File: src/rtl/maxpool_2x2_stream_if.sv
// Pixel stream bundle: raster conv pixels in, pooled pixels with indices out.
// Latency: n/a (wires only).
// Backpressure: none; the producer never stalls and the pooled stream is pulse-qualified.
interface maxpool_2x2_stream_if #(
    parameter int DATA_W = 16,
    parameter int CW     = 7
);
    logic                     in_valid;
    logic signed [DATA_W-1:0] in_data;
    logic                     frame_start;
    logic                     out_valid;
    logic signed [DATA_W-1:0] out_data;
    logic [CW-1:0]            out_i;
    logic [CW-1:0]            out_j;
    logic                     frame_done;

    // Producer of input pixels / consumer of pooled pixels.
    modport master (
        output in_valid, in_data, frame_start,
        input  out_valid, out_data, out_i, out_j, frame_done
    );

    // The pooling block itself.
    modport slave (
        input  in_valid, in_data, frame_start,
        output out_valid, out_data, out_i, out_j, frame_done
    );
endinterface

File: src/rtl/maxpool_2x2_stream.sv
// 2x2 stride-2 max pooling (optional ReLU) over a raster-ordered conv feature map.
// Latency: pooled pixel registered on the edge accepting the window's bottom-right pixel.
// Backpressure: none; every in_valid cycle is consumed, outputs hold when out_valid=0.
module maxpool_2x2_stream #(
    parameter int DATA_W = 16,
    parameter int IMG_W  = 8,
    parameter int IMG_H  = 8,
    parameter int CW     = 7,
    parameter bit RELU   = 1'b1
) (
    input  logic                 clk,
    input  logic                 rst,
    maxpool_2x2_stream_if.slave  bus
);
    localparam int LB_N  = IMG_W / 2;
    localparam int LB_AW = (LB_N > 1) ? $clog2(LB_N) : 1;

    typedef logic signed [DATA_W-1:0] pix_t;

    logic [CW-1:0] col_q, col_d, row_q, row_d;
    logic [CW-1:0] cur_col, cur_row;
    pix_t          hold_q, hold_d;
    pix_t          out_data_q, out_data_d;
    logic [CW-1:0] out_i_q, out_i_d, out_j_q, out_j_d;
    logic          out_valid_q, out_valid_d;
    logic          frame_done_q, frame_done_d;

    pix_t             in_pix, lb_rd, pair_max, win_max;
    logic             lb_we;
    logic [LB_AW-1:0] lb_addr;

    // One half-window max per pooled column of the current row pair; never reset
    // because every entry is written on an even row before the odd row reads it.
    pix_t linebuf [LB_N];

    // Position tracking, window accumulation and pooled-output selection.
    always_comb begin
        col_d        = col_q;
        row_d        = row_q;
        hold_d       = hold_q;
        out_data_d   = out_data_q;
        out_i_d      = out_i_q;
        out_j_d      = out_j_q;
        out_valid_d  = 1'b0;
        frame_done_d = 1'b0;
        lb_we        = 1'b0;

        in_pix  = bus.in_data;
        // frame_start forces this pixel to (0,0), dropping any partial frame.
        cur_col = bus.frame_start ? '0 : col_q;
        cur_row = bus.frame_start ? '0 : row_q;
        lb_addr = LB_AW'(cur_col >> 1);
        lb_rd   = linebuf[lb_addr];

        pair_max = (in_pix > hold_q) ? in_pix : hold_q;
        win_max  = (lb_rd > pair_max) ? lb_rd : pair_max;

        if (bus.in_valid) begin
            if (!cur_col[0]) begin
                hold_d = in_pix;
            end else if (!cur_row[0]) begin
                lb_we = 1'b1;
            end else begin
                out_valid_d  = 1'b1;
                out_data_d   = (RELU && (win_max < 0)) ? '0 : win_max;
                out_i_d      = cur_col >> 1;
                out_j_d      = cur_row >> 1;
                frame_done_d = (cur_col == CW'(IMG_W - 1)) && (cur_row == CW'(IMG_H - 1));
            end

            if (cur_col == CW'(IMG_W - 1)) begin
                col_d = '0;
                row_d = (cur_row == CW'(IMG_H - 1)) ? '0 : cur_row + 1'b1;
            end else begin
                col_d = cur_col + 1'b1;
                row_d = cur_row;
            end
        end
    end

    // State and output registers with synchronous active-low reset.
    always_ff @(posedge clk) begin
        if (!rst) begin
            col_q        <= '0;
            row_q        <= '0;
            hold_q       <= '0;
            out_data_q   <= '0;
            out_i_q      <= '0;
            out_j_q      <= '0;
            out_valid_q  <= 1'b0;
            frame_done_q <= 1'b0;
        end else begin
            col_q        <= col_d;
            row_q        <= row_d;
            hold_q       <= hold_d;
            out_data_q   <= out_data_d;
            out_i_q      <= out_i_d;
            out_j_q      <= out_j_d;
            out_valid_q  <= out_valid_d;
            frame_done_q <= frame_done_d;
        end
    end

    // Line buffer write; reset still blocks the write so reset wins over in_valid.
    always_ff @(posedge clk) begin
        if (rst && lb_we) begin
            linebuf[lb_addr] <= pair_max;
        end
    end

    assign bus.out_valid  = out_valid_q;
    assign bus.out_data   = out_data_q;
    assign bus.out_i      = out_i_q;
    assign bus.out_j      = out_j_q;
    assign bus.frame_done = frame_done_q;
endmodule

File: src/flat_wrapper.sv
// flat-port wrapper written by rule: the top's interface ports become plain ports
module maxpool_2x2_stream_flat 
#(
    parameter int DATA_W = 16,
    parameter int IMG_W  = 8,
    parameter int IMG_H  = 8,
    parameter int CW     = 7,
    parameter bit RELU   = 1'b1
)
  (clk, rst, bus_in_valid, bus_in_data, bus_frame_start, bus_out_valid, bus_out_data, bus_out_i, bus_out_j, bus_frame_done);
  maxpool_2x2_stream_if #(.DATA_W(DATA_W), .CW(CW)) bus_i ();
  input  logic clk;
  input  logic rst;
  input wire logic [$bits(bus_i.in_valid)-1:0] bus_in_valid;
  input wire logic [$bits(bus_i.in_data)-1:0] bus_in_data;
  input wire logic [$bits(bus_i.frame_start)-1:0] bus_frame_start;
  output wire logic [$bits(bus_i.out_valid)-1:0] bus_out_valid;
  output wire logic [$bits(bus_i.out_data)-1:0] bus_out_data;
  output wire logic [$bits(bus_i.out_i)-1:0] bus_out_i;
  output wire logic [$bits(bus_i.out_j)-1:0] bus_out_j;
  output wire logic [$bits(bus_i.frame_done)-1:0] bus_frame_done;
  assign bus_i.in_valid = bus_in_valid;
  assign bus_i.in_data = bus_in_data;
  assign bus_i.frame_start = bus_frame_start;
  assign bus_out_valid = bus_i.out_valid;
  assign bus_out_data = bus_i.out_data;
  assign bus_out_i = bus_i.out_i;
  assign bus_out_j = bus_i.out_j;
  assign bus_frame_done = bus_i.frame_done;
  maxpool_2x2_stream #(.DATA_W(DATA_W), .IMG_W(IMG_W), .IMG_H(IMG_H), .CW(CW), .RELU(RELU)) u_core (.clk(clk), .rst(rst), .bus(bus_i));
endmodule
File: config.mk
export PLATFORM = sky130hd
export DESIGN_NAME = maxpool_2x2_stream_flat
export DESIGN_NICKNAME = d
export VERILOG_FILES = /design/src/rtl/maxpool_2x2_stream_if.sv /design/src/rtl/maxpool_2x2_stream.sv /design/src/flat_wrapper.sv
export SDC_FILE = /design/constraint.sdc
export NUM_CORES = 1
export LEC_CHECK = 0
export CAP_MARGIN = 10
export CORE_MARGIN = 2
export CORE_UTILIZATION = 40
export DETAILED_ROUTE_END_ITERATION = 12
export GPL_TIMING_DRIVEN = 0
export PLACE_DENSITY_LB_ADDON = 0.3
export SETUP_SLACK_MARGIN = 0.05
export SLEW_MARGIN = 20
export SYNTH_ARGS = -nofsm -noshare
export SYNTH_HDL_FRONTEND = slang
export SYNTH_SLANG_ARGS = --single-unit
File: constraint.sdc
create_clock -name clk -period 14.55 [get_ports clk]
set_clock_uncertainty 0.15 [all_clocks]
set_input_delay 2.91 -clock clk [delete_from_list [all_inputs] [get_ports clk]]
set_output_delay 2.91 -clock clk [all_outputs]
set_load 0.01 [all_outputs]
==> flow_summary_export.csv <==
group,metric,value,unit
run_status,status,"finished clean",
timing,maxSlewHeadroom,0.381,
detailed_routing,via_per_inst,5.46,
worst_setup_path,path_class,"input port to register",
yosys,synth_common_cells,"77 x nand2_1, 64 x edfxtp_1, 59 x dfxtp_1",
yosys,ys_types,53,
worst_setup_path,crit_path_start,"bus_in_data[13]",
floorplanning,rows,47,
floorplanning,design.core.area,16500,um2
grt,grt_max_degree,17,
power,peakVddDrop,85.4,uV
timing,hold_violations,0,
timing,fmax,115,MHz
finish,fillCellCount,1577,
yosys,syn_inst,717,
yosys,ys_ff_latch,123,
power,p_sw,240,uW
floorplanning,io_pins,52,
worst_hold_path,min-delay-start,"u_core.bus.out_j[4]$_SDFFE_PN0P_",
clock_network,worst_skew_pair.late_latency,440,ps
detailed_routing,drt_iter0_drc,411,
worst_setup_path,cp_top_family,"compound AO/OA/AOI/OAI gates",
clock_network,cts-resized-gates,0,
grt,grt.total_usage,0.199,
power,power.density,108,nW/um2
placed_design,gp_congestion,0.859,
timing,whs,312,ps
power,p_leak,3.00,nW
worst_hold_path,hold_depth,2,
worst_setup_path,path_cells,"clkdlybuf4s50_1 -> ha_1 -> nand4_1 -> nor4_2 -> o21a_2 -> o31ai_4 -> nand2_1 -> clkbuf_1 -> clkbuf_1 -> nor2_1 -> a21oi_1 -> ha_1 -> and3_1 -> a221o_1 -> a21oi_1 -> o21ai_0 -> a211o_1 -> a2111oi_0 -> nand3_1 -> buf_2 -> a31oi_1 -> o31a_1",
clock_network,cts_sinks,123,
clock_network,htreeDepth,4,
placed_design,place_area,7510,um2
finish,multi_input_comb_area,3250,um2
power,netSwitchingFraction,0.275,
yosys,yosys.area.top_type,"edfxtp_1",
placed_design,place_ws,5520,ps
yosys,async_reset_ff_frac,0,
worst_hold_path,min_to,"u_core.bus.out_j[4]$_SDFFE_PN0P_",
timing,tightest_slew,928,ps
yosys,ys.flop_type,"edfxtp_1",
clock_network,clk_path_buf_depth,2,
finish,stdcell_count,1020,
grt,grt_pass1_vias,5180,
detailed_routing,vias,5571,
worst_setup_path,crit_arrival,8940,ps
clock_network,cts_buffers,17,
power,p_seq_frac,0.431,
worst_setup_path,critPathMaxStageDelay,470,ps
floorplanning,initial_core_util,0.407,
worst_setup_path,regToRegSetupSlack,8420,ps
clock_network,cts_tree,"done",
placed_design,dp.cells,988,
worst_setup_path,worstPathRequired,14780,ps
power,fin_total_pwr,873,uW
clock_network,postCtsSetupBuffers,0,
finish,area_delta_synth_final,19.7,%
yosys,synth.most_common_cell,"nand2_1",
finish,seqCellArea,3100,um2
timing,setup_violations,0,
timing,fin_ws,5840,ps
worst_setup_path,ff2ff_path_depth,22,
worst_setup_path,cp-start-kind,"input port",
yosys,synth_area,6730,um2
grt,grt_antenna_before_repair,0,
yosys,yosysSeqAreaShare,0.461,
worst_setup_path,crit_fanout,10,
yosys,synth_top_area_share,0.286,
placed_design,dpl.hpwl,12700,um
finish,final_core_util,0.487,
yosys,avgSynthCellArea,9.39,um2
timing,rsz0062_at_grt,"no",
worst_setup_path,cpMaxStageDelayCell,"clkbuf_1",
power,p_int,633,uW
finish,final_area,8060,um2
worst_setup_path,critPathBufInv,4,
worst_hold_path,hp-class,"register to register",
finish,antenna_cells,0,
detailed_routing,ant_nets,0,
clock_network,clk_pin_slew_worst_paths,60,ps
detailed_routing,drt_first_pass_iters,5,
timing,tns,0,ps
floorplanning,die_x,134,um
worst_setup_path,r2r_start,"u_core.hold_q[13]$_SDFFE_PN0P_",
detailed_routing,totalWireLength,17200,um
worst_setup_path,r2r-end,"u_core.bus.out_data[8]$_SDFFE_PN0P_",
grt,globalRouteOverflowTotal,0,
yosys,ys_warn_count,0,
yosys,synthTopCellsByArea,"edfxtp_1 29%, dfxtp_1 18%, ha_1 6.1%, nand2_1 4.3%, mux2i_1 4.2%",
yosys,synth-edff-count,64,
finish,drive_gt1_frac,0.0688,
clock_network,cts-hold-fix-buffers,0,
finish,nets,840,
floorplanning,die-area,17900,um2
flow_run,maxCapViolCount,0,
detailed_routing,drc,0,
power,p_comb_frac,0.127,
worst_setup_path,end_kind,"register",
clock_network,ctsRootBufferMaster,"clkbuf_16",
floorplanning,die_y,134,um
placed_design,port_buffers,47,
timing,drv_slew,0,
timing,period_minus_slack,8710,ps
power,clock_power_share,0.442,
timing,fin_crit_sh,0.598,
grt,grt_pass1_wl,27300,um
detailed_routing,detail_route.wl_per_cell,16.8,um
[sequential cells by signal, indices dropped and copies added, names as in the netlist]
signal	cells
u_core.linebuf	64
u_core.hold_q	16
u_core.bus.out_data	15
u_core.col_q	7
u_core.row_q	7
u_core.bus.out_i	6
u_core.bus.out_j	6
u_core.bus.frame_done	1
u_core.bus.out_valid	1
[metal layers]
metal / part of all wire / global-route usage / vias up
met3: 0.052 / 0.0392 / 25
met1: 0.47 / 0.272 / 2666
met2: 0.46 / 0.310 / 153
li1: - / - / 2727
met4: 0.020 / 0.0792 / 0
met5: 0 / 0 / -
[tightest hold or removal path, stage by stage, from the launching register on]
cell	delay [ps]
dfxtp_1	300
nand2_1	50
a21boi_0	60
[cell type report]
class	instances	area share
Clock buffer	17	0.0528
Tap cell	220	0.0342
Sequential cell	123	0.385
Buffer	48	0.0256
Clock inverter	15	0.0143
Inverter	49	0.0228
Timing Repair Buffer	49	0.0612
Multi-Input combinational cell	499	0.404
[placed cells by master (no fill, tap or decap), types with 16 or more instances in the layout]
master,count
a21boi_0,34
o21ai_0,22
dfxtp_1,59
mux2i_1,28
clkbuf_16,17
edfxtp_1,64
a31oi_1,17
nor2_1,44
clkbuf_1,36
inv_1,49
ha_1,33
nand2_1,77
and3_1,25
nand3_1,32
clkdlybuf4s50_1,47
nor2b_1,35
a21oi_1,40
o31a_1,16
[worst max-delay path by stage]
stage	to	cells past startpoint	slack (ps)
3_3_place_gp	u_core.bus.out_data[9]$_SDFFE_PN0P_	22	5520
2_1_floorplan	u_core.bus.out_data[10]$_SDFFE_PN0P_	21	7120
5_1_grt	u_core.bus.out_data[8]$_SDFFE_PN0P_	22	5490
6_report	u_core.bus.out_data[8]$_SDFFE_PN0P_	22	5840
3_5_place_dp	u_core.bus.out_data[9]$_SDFFE_PN0P_	22	5520
4_1_cts	u_core.bus.out_data[9]$_SDFFE_PN0P_	22	5940
[power groups by stage]
stage                     Clock, mW  Sequential (mW)  Combinational (mW)
final                         0.386            0.376               0.111
after detailed placement          0            0.383               0.110
after global routing          0.406            0.376               0.123
after floorplan                   0            0.383              0.0745
after global placement            0            0.383               0.109
after CTS                     0.392            0.376               0.110
[kinds of logic (layout without fill, tap and decap cells)]
logic type      after synthesis  in the layout  share of synthesized area
flops                       123            123                      0.461
other cells                   1              3                   0.000557
buf+inv                      97            178                     0.0580
mux                          31             31                     0.0467
compound gates              177            177                      0.183
fa+ha+maj                    33             33                     0.0613
simple gates                255            255                      0.189
(Power assumes the default switching activity.)
